File: config.mk
export PLATFORM = sky130hd
export DESIGN_NAME = valu_arbiter
export DESIGN_NICKNAME = d
export VERILOG_FILES = /design/src/rtl/valu_arbiter.sv
export SDC_FILE = /design/constraint.sdc
export NUM_CORES = 1
export LEC_CHECK = 0
export ABC_AREA = 1
export BUFFER_PORTS_ARGS = -buffer_cell sky130_fd_sc_hd__buf_4
export CAP_MARGIN = 30
export CELL_PAD_IN_SITES_DETAIL_PLACEMENT = 1
export CELL_PAD_IN_SITES_GLOBAL_PLACEMENT = 2
export CORE_MARGIN = 1
export CORE_UTILIZATION = 19
export CTS_BUF_LIST = sky130_fd_sc_hd__clkbuf_16
export CTS_CLUSTER_SIZE = 16
export DETAILED_ROUTE_END_ITERATION = 8
export PLACE_DENSITY = 0.82
export SLEW_MARGIN = 20
export SYNTH_ARGS = -nofsm -noshare
export SYNTH_HDL_FRONTEND = slang
export SYNTH_SLANG_ARGS = --single-unit
File: constraint.sdc
create_clock -name clk -period 1.9 [get_ports clk]
set_input_delay 0.38 -clock clk [delete_from_list [all_inputs] [get_ports clk]]
set_output_delay 0.38 -clock clk [all_outputs]
set_load 0.01 [all_outputs]
File: src/rtl/valu_arbiter.sv
// Round-robin two-port arbiter and operand sequencer for the shared vector ALU.
// Holds ALU inputs for L cycles (1/MUL/DIV) and then returns a response; the response is held in DONE until rsp_ready.
module valu_arbiter #(
  parameter int MUL_CYCLES = 2,
  parameter int DIV_CYCLES = 4
) (
  input  logic        clk,
  input  logic        reset,
  input  logic        req0_valid,
  output logic        req0_ready,
  input  logic [0:63] req0_rA,
  input  logic [0:63] req0_rB,
  input  logic [0:5]  req0_func,
  input  logic [0:1]  req0_ww,
  input  logic        req1_valid,
  output logic        req1_ready,
  input  logic [0:63] req1_rA,
  input  logic [0:63] req1_rB,
  input  logic [0:5]  req1_func,
  input  logic [0:1]  req1_ww,
  output logic [0:63] alu_rA,
  output logic [0:63] alu_rB,
  output logic [0:5]  alu_R_ins,
  output logic [0:1]  alu_WW,
  output logic [0:5]  alu_Op_code,
  input  logic [0:63] alu_out,
  output logic        rsp_valid,
  input  logic        rsp_ready,
  output logic        rsp_id,
  output logic [0:63] rsp_data,
  output logic        rsp_err,
  output logic        busy
);

  typedef enum logic [1:0] {IDLE, BUSY, DONE} state_t;

  state_t      state, state_nxt;
  logic        last_grant;
  logic [3:0]  cnt;
  logic        gnt0, gnt1, accept, sel;
  logic [0:5]  sel_func;

  // Hold length per function code; codes outside 1..18 run one cycle and flag an error.
  function automatic logic [3:0] func_len(input logic [0:5] f);
    logic [3:0] len;
    len = 4'd1;
    if (f == 6'd8 || f == 6'd9 || f == 6'd16 || f == 6'd17)
      len = 4'(MUL_CYCLES);
    else if (f == 6'd14 || f == 6'd15 || f == 6'd18)
      len = 4'(DIV_CYCLES);
    return len;
  endfunction

  function automatic logic func_err(input logic [0:5] f);
    return (f == 6'd0) || (f > 6'd18);
  endfunction

  // The side that did not win last time takes a tie.
  assign gnt0       = req0_valid & (~req1_valid | last_grant);
  assign gnt1       = req1_valid & (~req0_valid | ~last_grant);
  assign req0_ready = (state == IDLE) & ~reset & gnt0;
  assign req1_ready = (state == IDLE) & ~reset & gnt1;
  assign accept     = req0_ready | req1_ready;
  assign sel        = req1_ready;
  assign sel_func   = sel ? req1_func : req0_func;

  assign rsp_valid   = (state == DONE);
  assign busy        = (state != IDLE);
  assign alu_Op_code = 6'b101010;

  always_comb begin
    state_nxt = state;
    case (state)
      IDLE:    if (accept)     state_nxt = BUSY;
      BUSY:    if (cnt == 4'd0) state_nxt = DONE;
      DONE:    if (rsp_ready)  state_nxt = IDLE;
      default: state_nxt = IDLE;
    endcase
  end

  always_ff @(posedge clk) begin
    if (reset) begin
      state      <= IDLE;
      last_grant <= 1'b1;
      cnt        <= 4'd0;
      alu_rA     <= '0;
      alu_rB     <= '0;
      alu_R_ins  <= '0;
      alu_WW     <= '0;
      rsp_id     <= 1'b0;
      rsp_data   <= '0;
      rsp_err    <= 1'b0;
    end else begin
      state <= state_nxt;
      case (state)
        IDLE: begin
          if (accept) begin
            alu_rA     <= sel ? req1_rA : req0_rA;
            alu_rB     <= sel ? req1_rB : req0_rB;
            alu_R_ins  <= sel_func;
            alu_WW     <= sel ? req1_ww : req0_ww;
            rsp_id     <= sel;
            last_grant <= sel;
            cnt        <= func_len(sel_func) - 4'd1;
          end
        end
        BUSY: begin
          if (cnt != 4'd0) begin
            cnt <= cnt - 4'd1;
          end else begin
            rsp_data <= alu_out;
            rsp_err  <= func_err(alu_R_ins);
          end
        end
        default: ;
      endcase
    end
  end

endmodule

==> reports/metrics.csv, run 1 <==
stage;metric;value;unit
synth;cell count after synthesis;1285;
setup_path;CP Capture Type;primary output;
synth;ys async rst share;0;
synth;register area share after synthesis;0.469;
setup_path;most used cell, CP;buf_6;
clocking;CTS buffer count;27;
layout;area growth from synthesis to final layout;75.7;%
sta;Setup TNS;-0.0639;ns
floorplanning;Die ar.;47800;sq um
sta;final worst setup slack;-0.0537;ns
placement;number of instances in the placed design;2381;
floorplanning;core box area;46500;sq um
outcome;violated checks;negative setup slack;
setup_path;slowest stage delay, CP;0.37;ns
synth;Synth Register Bits;209;
synth;Post-Synth Simple-Gate Area;0.256;
clocking;Longest Clk Path Bufs;3;
outcome;outcome;complete, but fails checks;
global_route;pin count of the biggest net entering global routing;76;
synth;cell area after synthesis;8920;sq um
synth;most frequent cell after synthesis;nor2_1;
synth;top cells by area, synth;dfxtp_1 (47%), nor2_1 (17%), o21ai_0 (9.8%);
synth;Ys Warns;0;
routing;drt drc;0;
synth;Synth Area in Compound Gates;0.200;
clocking;hold_buf cts;0;
global_route;GRT Overall Usage;0.163;
routing;DR vias;10900;
clocking;worst skew pair latency;0.55;ns
power_and_ir_drop;Leak;7.41;nW
global_route;GRT overflow;0;
min_path;hold crit path type;primary input to flop;
power_and_ir_drop;maximum vdd ir drop;0.603;mV
sta;worst slew pin tran;0.725;ns
power_and_ir_drop;PD cells;881;nW/um^2
sta;Final period util;1.03;
clocking;CTS tree;yes;
setup_path;Cell Chain, Critical Path;inv_4, nand2_4, nor2_4, buf_6, o211ai_4, buf_6, inv_2, buf_6;
synth;top cells by count, synth;nor2_1 (403), dfxtp_1 (209), o21ai_0 (175);
floorplanning;Die Y;219;um
sta;Setup Skew;0.0137;ns
layout;fin cells;2470;
clocking;Reg clk slew, reported paths;0.06;ns
sta;Final Hold Viols;0;
setup_path;required time worst endpoint;1.52;ns
layout;nets@finish;2190;
setup_path;Worst EP arrival;1.57;ns
synth;Avg Synthesized Cell Area;6.94;sq um
setup_path;CP max stage cell;dfxtp_4;
routing;Via density;4.41;
setup_path;Register-to-Register Path Depth;16;
routing;drt first pass iters;6;
setup_path;Critical Setup Path Class;flop to primary output;
synth;post-synth cell types;28;
layout;ANT cells;0;
clocking;root buf cell;clkbuf_16;
layout;layout cells sized above 1;0.419;
setup_path;Startpoint Class;flop;
placement;detailed placer's ending HPWL;30400;um
placement;DP Worst Slack;-0.216;ns
floorplanning;FP Rows;79;
synth;largest area contributor in the netlist;dfxtp_1;
clocking;htree depth;1;
routing;Routed wire per std cell;18.4;um
setup_path;crit-path leading delay family;buffers and inverters;
sta;Max Freq;0.512;GHz
floorplanning;chip width;219;um
sta;Slew headroom;0.517;
global_route;vias in the first global route;10700;
synth;Synth Flop Type;dfxtp_1;
sta;final setup vio count;2;
min_path;Hold Path Depth;3;
routing;final WL;45600;um
setup_path;Critical path buffers and inverters;5;
synth;EDFF count, synth;0;
floorplanning;initial core utilization;0.192;
global_route;initial antenna violation count;1;
synth;top cell type's share of synthesized area;0.469;
synth;mux contribution to synthesized area;0;
global_route;first-pass GRT wire length;61200;um
sta;Period minus WS final;1.95;ns
sta;WHS;0.0535;ns
run;Max-cap violations;0;
sta;RSZ-0062 raised after global routing;true;
synth;Synth Area in XOR/XNOR;0;
setup_path;crit path max fanout;3;
sta;max-slew violations;0;
synth;main combinational cell family by area after synthesis;simple AND/OR/NAND/NOR gates;
routing;DRT iter0 DRCs;344;
placement;Port Buffers;546;
routing;Antenna Violating Nets Remaining;0;
placement;GPL Wtd Cong;0.831;
clocking;# clock sinks;209;
setup_path;Critical Path Stages;8;
synth;adder-cell share of the synthesized area;0.00140;
floorplanning;# IOs;553;
-- logic make-up (layout without fill, tap and decap cells) --
family | count (synthesis) | count (layout)
AO/OA/AOI/OAI | 351 | 351
adder cells (fa/ha/maj) | 1 | 1
buffers and inverters | 128 | 702
flip-flops | 209 | 209
other | 2 | 6
AND/OR/NAND/NOR | 594 | 594
-- routing by layer --
metal	GRT usage	up-vias	routed length [um]
met4	0.0382	2	914
li1	-	5273	-
met5	0	-	12
met1	0.183	5185	17600
met3	0.0529	51	3990
met2	0.297	385	23000
-- flip-flops by register name, indices dropped and copies added, names as in the netlist, 2 cells and up --
register / flops
cnt: 4
alu_rB: 64
alu_WW: 2
alu_R_ins: 6
alu_rA: 64
state: 2
rsp_data: 64
-- cells in the final DEF, fill, tap and decap left out, drive strengths merged, types with 2 or more instances in the layout --
cell type and instances:
a21oi 142, buf 619, clkinv 8, o21bai 3
dfxtp 209, nand3 9, nor2 406, conb 6
o21ai 204, bufbuf 2, clkbuf 38, bufinv 2
inv 33, nand2 177
-- final timing paths --
check	startpoint	end	slack [ns]
max reg2reg	state[1]	cnt[2]	-0.01
max	state[1]	req0_ready	-0.05
min	alu_out[45]	rsp_data[45]	0.05
min reg2reg	cnt[3]	cnt[3]	0.46
-- repair_timing --
action | in CTS | in global routing
pin swaps | 3 | 78
buffers inserted | 10 | 14
setup endpoints to repair | 17 | 107
resized for setup | 21 | 208
cloned | 4 | 18
-- tightest hold or removal path, cell delays in order --
cell and delay, ns:
buf_4 0.08, nor2_1 0.03, nor2_1 0.08
-- per-stage QoR --
stage / power, mW / cell area [sq um] / util
2_1_floorplan: 6.61 / 8940 / -
3_5_place_dp: 8.39 / 13600 / 0.294
5_1_grt: 14.6 / 15700 / 0.338
3_3_place_gp: 8.33 / 13600 / 0.294
4_1_cts: 13.4 / 14700 / 0.316
6_report: 13.8 / 15700 / 0.338
-- power by group --
part,switching [mW],internal [mW]
clock,2.01,2.80
sequential,0.266,4.84
combinational,1.96,1.94
-- layout make-up --
| type | instances | area (sq um) |
|---|---|---|
| well taps | 607 | 759 |
| multi-input cells | 952 | 4490 |
| flip-flops and latches | 209 | 4200 |
| inverters | 26 | 120 |
| clock inverters | 17 | 124 |
| fillers | 5688 | 30800 |
| repair buffers | 632 | 5320 |
| clock buffers | 27 | 676 |
No activity file was read; power rests on OpenSTA's default activity.
==> inputs of run 2 (changes only) <==
PLACE_DENSITY = 0.83   (was 0.82)
==> run 2 against run 1 <==
  * The flow still finishes with violations (negative setup slack)
  * Worst hold slack worse by 0.012 ns
  * Die area stayed put
  * Clock skew up 0.0073 ns
  * Routed wire length shrank 6.4%
  * Sequential share of layout area increased by 0.57 points
  * Global-route usage shrank 0.087 points
  * Register-to-register slack about the same
  * Non-clock buffer count fell by 15
  * Via count decreased by 2.0%
  * Critical endpoint unchanged
  * Highest routed layer is now met4
==> reports/metrics.csv, run 2 (same netlist as run 1, synthesis figures left out) <==
stage;metric;value;unit
sta;final setup vio count;2;
routing;M1 WL;16500;um
setup_path;Register-to-Register Path Depth;16;
clocking;htree depth;1;
routing;final WL;42700;um
routing;metal3 WL;3860;um
setup_path;slowest stage delay, CP;0.36;ns
run;Max-cap violations;0;
sta;max-slew violations;0;
floorplanning;Die ar.;47800;sq um
sta;Setup TNS;-0.0493;ns
layout;fin cells;2461;
power_and_ir_drop;PD cells;902;nW/um^2
setup_path;CP max stage cell;dfxtp_4;
floorplanning;FP Rows;79;
clocking;Longest Clk Path Bufs;3;
setup_path;Cell Chain, Critical Path;inv_4, nand2_4, nor2_4, buf_6, o211ai_4, buf_6, inv_2, buf_6;
clocking;hold_buf cts;0;
layout;leading cell type in the layout, fill and taps excluded;buf_4;
layout;nets@finish;2175;
min_path;worst hold start;alu_out[8];
global_route;initial antenna violation count;0;
floorplanning;# IOs;553;
routing;drt drc;0;
clocking;worst skew pair latency;0.56;ns
min_path;Hold Path Depth;3;
clocking;CTS buffer count;27;
routing;Top Metal Used;met4;
floorplanning;chip width;219;um
setup_path;Startpoint Class;flop;
sta;RSZ-0062 raised after global routing;true;
setup_path;crit path max fanout;3;
layout;area growth from synthesis to final layout;72.0;%
layout;Largest regs;alu_rA x64, alu_rB x64, rsp_data x64;
routing;drt first pass iters;4;
sta;Final Hold Viols;0;
global_route;vias in the first global route;11100;
placement;detailed placer's ending HPWL;30300;um
global_route;GRT Overall Usage;0.163;
clocking;root buf cell;clkbuf_16;
global_route;first-pass GRT wire length;61700;um
floorplanning;core box area;46500;sq um
power_and_ir_drop;Leak;7.35;nW
routing;DR vias;10700;
placement;Port Buffers;546;
min_path;hold crit path type;primary input to flop;
setup_path;CP Capture Type;primary output;
setup_path;Critical Setup Path Class;flop to primary output;
routing;Routed wire per std cell;17.3;um
clocking;# clock sinks;209;
floorplanning;initial core utilization;0.192;
sta;Slew headroom;0.522;
power_and_ir_drop;maximum vdd ir drop;0.616;mV
placement;number of instances in the placed design;2389;
sta;final worst setup slack;-0.0412;ns
placement;GPL Wtd Cong;0.806;
sta;Period minus WS final;1.94;ns
outcome;violated checks;negative setup slack;
layout;commonest non-fill, non-tap cells in the layout;buf_4 (581), nor2_1 (396), dfxtp_1 (206);
sta;worst slew pin tran;0.716;ns
setup_path;most used cell, CP;buf_6;
setup_path;worst r2r src;state[1];
global_route;GRT overflow;0;
sta;Setup Skew;0.0211;ns
routing;DR WL met2;21200;um
clocking;CTS tree;yes;
routing;Via density;4.34;
routing;Antenna Violating Nets Remaining;0;
setup_path;required time worst endpoint;1.52;ns
layout;ANT cells;0;
global_route;pin count of the biggest net entering global routing;76;
setup_path;CP Launch Point;state[0];
sta;Max Freq;0.515;GHz
sta;Final period util;1.02;
setup_path;Worst EP arrival;1.56;ns
routing;DRT iter0 DRCs;336;
outcome;outcome;complete, but fails checks;
floorplanning;Die Y;219;um
power_and_ir_drop;Power, Total;13.8;mW
layout;layout cells sized above 1;0.385;
clocking;Reg clk slew, reported paths;0.06;ns
## run 2: cell types whose count changed in the layout (fill, tap and decap cells not counted), sizes merged
cell,delta
buf,-10
clkinv,+4
clkbuf,-4
clkinvlp,+1
inv,-1
bufinv,+2
bufbuf,-1
## run 2: per-layer routing
metal / vias to the layer above / track usage
met5: - / 0
met4: 0 / 0.0472
met3: 63 / 0.0557
met2: 379 / 0.293
met1: 5008 / 0.178
li1: 5230 / -
## run 2: report_power, final
part,internal [mW],switching [mW],total (mW)
Clock,3.11,2.07,5.18
Sequential,4.84,0.264,5.10
Combinational,1.76,1.81,3.56
Total,9.70,4.14,13.8
## run 2: per-stage QoR
step	hold WS, ns	area (sq um)	utilization	setup WS, ns
final	0.0418	15300	0.330	-0.0412
after floorplan	0.423	8940	-	0.0835
after global routing	0.0234	15300	0.330	-0.139
after detailed placement	0.456	13800	0.297	-0.196
after CTS	0.00780	14900	0.320	-0.0770
after global placement	0.441	13800	0.297	-0.125
## run 2: critical path: cells and delay by family (launching register included)
kind,cells,cell delay (ns)
AND/OR/NAND/NOR,2,0.15
buffers and inverters,5,0.42
flip-flops,1,0.36
AO/OA/AOI/OAI,1,0.06
## run 2: layout make-up
cell class              count  area (sq um)
clock buffers              27           676
clock inverters            23           206
inverters                  26           121
well taps                 607           759
multi-input cells         952          4330
repair buffers            617          5060
fillers                  5683         31100
flip-flops and latches    209          4190
## run 2: path summary, 6_finish.rpt
check / end / slack (ns)
worst max register to register: cnt[2] / -0.01
worst min-delay path: rsp_data[8] / 0.04
worst min register to register: alu_rA[38] / 0.46
worst max-delay path: req0_ready / -0.04
## run 2: timing repair
item / CTS / global route
gates resized for setup: 30 / 67
cloned: 2 / 7
pin swaps: 11 / 24
endpoints found under the hold margin: 0 / 0
setup buffers: 10 / 5
endpoints found under the setup margin: 3 / 136
